==> src/rtl/detector_jogada.sv <==
// Button front-end for the memory game: synchronizes and debounces four buttons and
// reports a single accepted press (tem_jogada/jogada) or a multi-button attempt (invalida).
module detector_jogada #(
  parameter int DEBOUNCE_CYCLES = 20
) (
  input  logic       clock,
  input  logic       reset,
  input  logic       zera,
  input  logic [3:0] botoes,
  output logic       tem_jogada,
  output logic [3:0] jogada,
  output logic       invalida,
  output logic [1:0] db_estado
);

  typedef enum logic [1:0] {
    OCIOSO        = 2'd0,
    FILTRANDO     = 2'd1,
    PULSO         = 2'd2,
    ESPERA_SOLTAR = 2'd3
  } estado_t;

  localparam logic [9:0] CNT_MAX = 10'(DEBOUNCE_CYCLES - 1);

  logic [3:0] sync1_q;
  logic [3:0] bsync_q;
  estado_t    estado_q;
  logic [9:0] cnt_q;
  logic [3:0] cand_q;
  logic [3:0] jogada_q;
  logic       tem_q;
  logic       inv_q;
  logic       unicoBotao;

  always_ff @(posedge clock or posedge reset) begin
    if (reset) begin
      sync1_q <= 4'b0000;
      bsync_q <= 4'b0000;
    end else begin
      sync1_q <= botoes;
      bsync_q <= sync1_q;
    end
  end

  // Exactly one bit set: nonzero and clearing the lowest set bit leaves nothing.
  assign unicoBotao = (bsync_q != 4'b0000) && ((bsync_q & (bsync_q - 4'd1)) == 4'b0000);

  always_ff @(posedge clock or posedge reset) begin
    if (reset) begin
      estado_q <= OCIOSO;
      cnt_q    <= 10'd0;
      cand_q   <= 4'b0000;
      jogada_q <= 4'b0000;
      tem_q    <= 1'b0;
      inv_q    <= 1'b0;
    end else begin
      tem_q <= 1'b0;
      inv_q <= 1'b0;
      if (zera) begin
        estado_q <= ESPERA_SOLTAR;
        cnt_q    <= 10'd0;
        cand_q   <= 4'b0000;
        jogada_q <= 4'b0000;
      end else begin
        case (estado_q)
          OCIOSO: begin
            if (bsync_q != 4'b0000) begin
              cnt_q <= 10'd0;
              if (unicoBotao) begin
                estado_q <= FILTRANDO;
                cand_q   <= bsync_q;
              end else begin
                estado_q <= ESPERA_SOLTAR;
                inv_q    <= 1'b1;
              end
            end
          end
          FILTRANDO: begin
            if (bsync_q == 4'b0000) begin
              estado_q <= OCIOSO;
              cnt_q    <= 10'd0;
            end else if (bsync_q != cand_q) begin
              estado_q <= ESPERA_SOLTAR;
              cnt_q    <= 10'd0;
              inv_q    <= 1'b1;
            end else if (cnt_q == CNT_MAX) begin
              estado_q <= PULSO;
              jogada_q <= cand_q;
              tem_q    <= 1'b1;
            end else begin
              cnt_q <= cnt_q + 10'd1;
            end
          end
          PULSO: begin
            estado_q <= ESPERA_SOLTAR;
            cnt_q    <= 10'd0;
          end
          ESPERA_SOLTAR: begin
            // Any activity restarts the release filter, so a held button never re-arms.
            if (bsync_q != 4'b0000) begin
              cnt_q <= 10'd0;
            end else if (cnt_q == CNT_MAX) begin
              estado_q <= OCIOSO;
              cnt_q    <= 10'd0;
            end else begin
              cnt_q <= cnt_q + 10'd1;
            end
          end
          default: begin
            estado_q <= OCIOSO;
            cnt_q    <= 10'd0;
          end
        endcase
      end
    end
  end

  assign tem_jogada = tem_q;
  assign jogada     = jogada_q;
  assign invalida   = inv_q;
  assign db_estado  = estado_q;

endmodule

==> config.mk <==
export PLATFORM = sky130hd
export DESIGN_NAME = detector_jogada
export DESIGN_NICKNAME = d
export VERILOG_FILES = /design/src/rtl/detector_jogada.sv
export SDC_FILE = /design/constraint.sdc
export NUM_CORES = 1
export LEC_CHECK = 0
export CAP_MARGIN = 20
export CORE_ASPECT_RATIO = 0.75
export CORE_MARGIN = 5
export CORE_UTILIZATION = 55
export DETAILED_ROUTE_END_ITERATION = 8
export GPL_TIMING_DRIVEN = 1
export PLACE_DENSITY_LB_ADDON = 0.08
export SYNTH_ARGS = -nofsm -noshare
export SYNTH_HDL_FRONTEND = slang
export SYNTH_SLANG_ARGS = --single-unit
==> constraint.sdc <==
create_clock -name clock -period 2.7 [get_ports clock]
set_clock_uncertainty 0.05 [all_clocks]
set_input_delay 0.54 -clock clock [delete_from_list [all_inputs] [get_ports clock]]
set_output_delay 0.54 -clock clock [all_outputs]
set_load 0.01 [all_outputs]
==> results_dict.tcl, run 1 <==
set metrics [dict create \
    grt_first_pass_wirelength_um 5623 \
    drive_gt1_frac 0.1988 \
    hpwl_um 2316 \
    startpoint_type "register" \
    overall_global_routing_usage 0.1898 \
    drt-total-wl_um 3268 \
    gp_congestion 0.8999 \
    detail_route.wl_per_cell_um 16.59 \
    die_area_um2 3929 \
    timing.max_cap.violations 0 \
    final_min_period_over_clock_period 0.9611 \
    min_path_cells 0 \
    clk_root_buffer_cell "sky130_fd_sc_hd__clkbuf_8" \
    synth.top_cells.by_area "sky130_fd_sc_hd__dfrtp_1 49%, sky130_fd_sc_hd__mux2i_1 5.3%, sky130_fd_sc_hd__o21ai_0 3.0%" \
    timing.final.crit_period_ps 2595 \
    fp-row-count 16 \
    cts_made_buffers 5 \
    crit-reg2reg-capture "cnt_q[9]$_DFFE_PP0P_" \
    htreeDepth 2 \
    status "completed" \
    chipHeight_um 55.55 \
    synthesis.instances 139 \
    yosys_register_bits 30 \
    core_um2 2623 \
    worst_ir_drop_vdd_mv 0.4012 \
    final-instance-count-excl-fill 197 \
    drt_first_pass_iters 4 \
    worstMarginPinSlew_ps 510.7 \
    final_critical_path_setup_slack_ps 104.9 \
    netlist.area_leader.share 0.4934 \
    detailedPlace.worstSlack_ps 133.3 \
    postSynth.asyncResetShare 1.000 \
    floorplan.io_pins 15 \
    worst_hold_path.endpoint "bsync_q[3]$_DFF_PP0_" \
    antenna_found_initial 0 \
    die_width_um 70.73 \
    post_cts_resized 0 \
    first_global_vias 1112 \
    yosys_top_cell_by_area "sky130_fd_sc_hd__dfrtp_1" \
    tns_ps 0 \
    path_clk_slew_ps 70 \
    synth-seq-area-share 0.4934 \
    synth_area_per_inst_um2 10.95 \
    clock_insertion_delay_worst_skew_ps 290 \
    reg2reg_start "bsync_q[1]$_DFF_PP0_" \
    starting_density_of_the_core 0.5802 \
    slew_headroom 0.6564 \
    ys.flop_type "sky130_fd_sc_hd__dfrtp_1" \
    drcViolationCount 0 \
    synth_edf_count 0 \
    worstPathRequired_ps 2850 \
    buffer_ports.inserted 14 \
    final_max_slew_viol_count 0 \
    dr.first_iter.drc_count 165 \
    m1WireLength_um 1496 \
    min-delay-start "sync1_q[3]$_DFF_PP0_" \
    fmax_mhz 385.3 \
    critPathArrivalTime_ps 2740 \
    tritoncts_num_sinks 30 \
    grt_start_max_net_pins 31 \
    viasPerCell 5.975 \
    reg2reg_setup_slack_ps 100 \
    rsz0062_at_grt "no" \
    synth.yosys.warnings 0 \
    cts-hold-fix-buffers 0 \
    filler_instances 199 \
    power.density_nw_per_um2 487.5 \
    final_report_setup_violation_count 0 \
    numPlacedInstances 189 \
    globalRouteOverflowTotal 0 \
    ys_types 42 \
    timing_worst_setup_path_type "reg2reg" \
    tritoncts_clock_tree "yes" \
    top_layer "met4" \
    netlist_area_um2 1521 \
    leak_pwr_nw 0.6945 \
    ant_diodes 0 \
    synthesis.nets 147 \
    met2_length_um 1458 \
    multi_input_area_um2 691.9 \
    utilization 0.6842 \
    hold_path_class "reg2reg" \
    ff2ff_path_depth 4 \
    detail-route-antenna-nets 0 \
    detailroute.wirelength.met3_um 231 \
    highest_fanout_seen_on_the_critical_path 8 \
    num_vias 1177 \
    end_kind "register" \
    final_hold_viol_count 0 \
    clock_path_buffers 2 \
    ff_latch_area_um2 750.7 \
    areaGrowthSynthToFinish_pct 17.93 \
    cts.repair_timing.setup_buffer_count 0 \
    finalNetCount 168 \
]
==> cells in the final DEF (no fill, tap or decap), drive strengths merged, types with 2 or more instances in the layout <==
master         count
xnor2              4
buf                6
o22ai              2
nand3              5
nor2              12
nor3               3
clkdlybuf4s50     14
a311oi             2
or2                2
nand4b             2
nor4               5
inv                7
dfrtp             30
mux2i              8
clkbuf             6
o21ai             11
o221ai             3
or3                7
o211ai             2
nand2             10
==> worst max-delay path: stages (launching register included) <==
cell,delay [ps]
sky130_fd_sc_hd__dfrtp_1,440
sky130_fd_sc_hd__or4_4,620
sky130_fd_sc_hd__o32ai_4,410
sky130_fd_sc_hd__or4b_1,730
sky130_fd_sc_hd__o221ai_2,250
==> sequential cells by signal (all words and copies together), names as in the netlist <==
name	cells
tem_jogada	1
cnt_q	10
bsync_q	4
invalida	1
cand_q	4
jogada	4
sync1_q	4
db_estado	2
==> cells in the mapped netlist (all sizes together) (2+ instances only) <==
| master | n |
|---|---|
| o22ai | 2 |
| a311oi | 2 |
| buf | 5 |
| dfrtp | 30 |
| mux2i | 8 |
| nand4b | 2 |
| o221ai | 3 |
| or3 | 7 |
| nand2 | 10 |
| nor2 | 12 |
| nand3 | 5 |
| o211ai | 2 |
| xnor2 | 4 |
| o21ai | 11 |
| nor3 | 3 |
| inv | 7 |
| nor4 | 5 |
| or2 | 2 |
==> cell type report <==
type / count / share of cell area
Sequential cell: 30 / 0.4184
Multi-Input combinational cell: 96 / 0.3856
Timing Repair Buffer: 20 / 0.1032
Clock buffer: 6 / 0.04603
Tap cell: 36 / 0.02510
Inverter: 7 / 0.01464
Clock inverter: 2 / 0.006974
==> cell families after synthesis <==
family                   after synthesis  share of synthesized area
AO/OA/AOI/OAI                         27                     0.1595
XOR/XNOR                               5                    0.02878
adder cells (fa/ha/maj)                2                    0.01480
buffers and inverters                 13                    0.05181
flip-flops                            30                     0.4934
multiplexers                           8                    0.05263
AND/OR/NAND/NOR                       54                     0.1990
==> per-layer routing <==
metal,global-route usage,up-vias
li1,-,550
met1,0.2724,581
met4,0.08847,0
met2,0.2457,39
met5,0,-
met3,0.07609,7
==> where the power goes <==
part | switching (mW) | leakage [nW] | internal [mW]
logic | 0.0223 | 0.257 | 0.0174
clock network | 0.169 | 0.0472 | 0.204
registers | 0.00636 | 0.390 | 0.456
==> metrics by stage <==
stage	cell area [um^2]	hold slack, ps	total power [mW]
global route	1794	304.1	0.9232
CTS	1794	301.6	0.8880
finish	1794	293.6	0.8748
global placement	1699	282.3	0.5093
floorplan	1521	281.2	0.4938
detailed placement	1699	290.3	0.5109
==> worst max-delay path by stage <==
stage                                     from                   end  slack [ps]  depth (start not counted)
after detailed placement  bsync_q[1]$_DFF_PP0_  cnt_q[9]$_DFFE_PP0P_         130                          4
after floorplan           bsync_q[1]$_DFF_PP0_  cnt_q[6]$_DFFE_PP0P_         390                          6
final                     bsync_q[1]$_DFF_PP0_  cnt_q[9]$_DFFE_PP0P_         100                          4
after CTS                 bsync_q[1]$_DFF_PP0_  cnt_q[9]$_DFFE_PP0P_         120                          4
after global routing      cnt_q[0]$_DFFE_PP0P_  cnt_q[5]$_DFFE_PP0P_           6                          6
after global placement                    zera  cnt_q[5]$_DFFE_PP0P_         170                          5
Power figures use the tool's default switching activity.
==> inputs of run 2 (changes only) <==
--- a/config.mk
+++ b/config.mk
@@ -8,9 +8,8 @@
 export CAP_MARGIN = 20
 export CORE_ASPECT_RATIO = 0.75
 export CORE_MARGIN = 5
-export CORE_UTILIZATION = 55
+export CORE_UTILIZATION = 40
 export DETAILED_ROUTE_END_ITERATION = 8
-export GPL_TIMING_DRIVEN = 1
 export PLACE_DENSITY_LB_ADDON = 0.08
 export SYNTH_ARGS = -nofsm -noshare
 export SYNTH_HDL_FRONTEND = slang
==> run 2 against run 1 <==
  * Maximum frequency rose by 4.5%
  * Highest routed layer unchanged
  * Register-to-register slack improved by 110 ps
  * Hold slack improved by 7.1 ps
  * Global-route usage fell by 4.4 points
  * First-iteration DRC count fell by 59%
  * Count of clock-buffer cells in the layout did not move
  * Utilization fell by 19 points
  * Largest power group unchanged
  * Via count fell by 1.8%
==> results_dict.tcl, run 2 (same netlist as run 1, synthesis figures left out) <==
set metrics [dict create \
    status "completed" \
    tritoncts_clock_tree "yes" \
    grt_util_met3 0.05128 \
    fp-row-count 19 \
    globalRouteOverflowTotal 0 \
    number_of_flip_flops_in_the_largest_register 10 \
    switching_share 0.2288 \
    use_met2 0.1885 \
    worstPathBufferInverterCount 0 \
    cts-hold-fix-buffers 0 \
    worst_path_dominant_cell_family "simple AND/OR/NAND/NOR gates" \
    ant_diodes 0 \
    hpwl_um 2238 \
    viasPerCell 5.402 \
    timing_worst_setup_path_type "reg2reg" \
    grt_first_pass_wirelength_um 5506 \
    final-instance-count-excl-fill 214 \
    intPower_uw 678.1 \
    highest_fanout_seen_on_the_critical_path 8 \
    globalRouteMet1Util 0.2023 \
    fmax_mhz 402.7 \
    cts_made_buffers 5 \
    worstMarginPinSlew_ps 497.1 \
    die_width_um 81.22 \
    chipHeight_um 63.41 \
    htreeDepth 2 \
    layout.cells.most_common "sky130_fd_sc_hd__dfrtp_1" \
    areaGrowthSynthToFinish_pct 19.74 \
    drive_gt1_frac 0.2037 \
    grt_busiest_layer "met1" \
    starting_density_of_the_core 0.4156 \
    critPathArrivalTime_ps 2630 \
    netSwitchingPower_uw 201.2 \
    rsz0062_at_grt "no" \
    drt_first_pass_iters 4 \
    die_area_um2 5150 \
    drt-total-wl_um 3209 \
    first_global_vias 1155 \
    crit_path_cell_trace "ha_1 -> and2b_2 -> and3_2 -> o32ai_4 -> or4b_1 -> o221ai_2" \
    power.share.combinational 0.047 \
    clock_path_buffers 2 \
    tns_ps 0 \
    numPlacedInstances 206 \
    post_cts_resized 0 \
    finalNetCount 169 \
    timing.final.crit_period_ps 2483 \
    final_max_slew_viol_count 0 \
    num_vias 1156 \
    antenna_found_initial 0 \
    drcViolationCount 0 \
    worstPathRequired_ps 2850 \
    final_report_setup_violation_count 0 \
    path_clk_slew_ps 60 \
    grt_start_max_net_pins 31 \
    slew_headroom 0.6655 \
    hold_path_class "reg2reg" \
    final_min_period_over_clock_period 0.9196 \
    gp_congestion 0.8952 \
    clock_insertion_delay_worst_skew_ps 280 \
    pwr-share-seq 0.526 \
    timing.max_cap.violations 0 \
    cpMaxStageDelayCell "sky130_fd_sc_hd__or4b_1" \
    core_um2 3661 \
    tritoncts_num_sinks 30 \
    leak_pwr_nw 0.6999 \
    p_clk_frac 0.428 \
    final_hold_viol_count 0 \
    buffer_ports.inserted 14 \
    floorplan.io_pins 15 \
    clk_root_buffer_cell "sky130_fd_sc_hd__clkbuf_8" \
    worst_ir_drop_vdd_mv 0.3778 \
    detail_route.wl_per_cell_um 15.00 \
    end_kind "register" \
    overall_global_routing_usage 0.1456 \
    timing.critical_path.slowest_cell_delay_ps 720 \
    dr.first_iter.drc_count 67 \
    power.density_nw_per_um2 482.7 \
    commonest_cells_after_routing_fill_and_taps_aside "30 x sky130_fd_sc_hd__dfrtp_1, 14 x sky130_fd_sc_hd__clkdlybuf4s50_1, 12 x sky130_fd_sc_hd__nor2_1" \
    startpoint_type "register" \
    cts.repair_timing.setup_buffer_count 0 \
    registers.top_by_ff_count "cnt_q" \
    detail-route-antenna-nets 0 \
]
## run 2: stage by stage
step                      setup slack (ps)  hold slack (ps)  utilization  instance area [um^2]  total power [mW]
after floorplan                      385.1            281.2            -                  1521            0.4938
after global placement               230.4            282.6       0.4716                  1727            0.5113
after detailed placement             93.35            288.7       0.4716                  1727            0.5124
after CTS                            224.8            302.9       0.4976                  1822            0.8961
after global routing                 107.1            316.1       0.4976                  1822            0.9206
final                                217.0            300.8       0.4976                  1822            0.8794
## run 2: path summary, 6_finish.rpt
path | from | endpoint | slack [ps] | cells after the start
setup reg to reg | cnt_q[0]$_DFFE_PP0P_ | cnt_q[5]$_DFFE_PP0P_ | 220 | 6
setup / recovery | cnt_q[0]$_DFFE_PP0P_ | cnt_q[5]$_DFFE_PP0P_ | 220 | 6
hold reg to reg | sync1_q[0]$_DFF_PP0_ | bsync_q[0]$_DFF_PP0_ | 300 | 0
min in group asynchronous | reset | cnt_q[3]$_DFFE_PP0P_ | 580 | 3
max in group asynchronous | reset | jogada[3]$_DFFE_PP0P_ | 1750 | 3
hold / removal | sync1_q[0]$_DFF_PP0_ | bsync_q[0]$_DFF_PP0_ | 300 | 0
## run 2: power groups by stage
stage	logic (mW)	clock network (mW)	registers, mW
after floorplan	0.0250	0	0.469
after CTS	0.0421	0.392	0.462
after global placement	0.0410	0	0.470
after global routing	0.0458	0.412	0.463
final	0.0411	0.376	0.462
after detailed placement	0.0419	0	0.471
## run 2: routing by layer
| layer | wire [um] | share of wire |
|---|---|---|
| met3 | 207 | 0.065 |
| met2 | 1359 | 0.42 |
| met1 | 1553 | 0.48 |
| met4 | 89 | 0.028 |
| met5 | 0 | 0 |
## run 2: worst reg2reg max path, stage by stage, from the launching register on
cell and delay, ps:
sky130_fd_sc_hd__dfrtp_1 430, sky130_fd_sc_hd__ha_1 260, sky130_fd_sc_hd__and2b_2 220, sky130_fd_sc_hd__and3_2 210, sky130_fd_sc_hd__o32ai_4 260, sky130_fd_sc_hd__or4b_1 720, sky130_fd_sc_hd__o221ai_2 250
## run 2: area by class of cell
type                       instances  area, um^2
fill                             358        1839
sequential                        30       750.7
multi-input combinational         96       691.9
timing repair buffer              21       192.7
clock buffer                       6       82.58
tap                               52       65.06
inverter                           7       26.28
clock inverter                     2       12.51
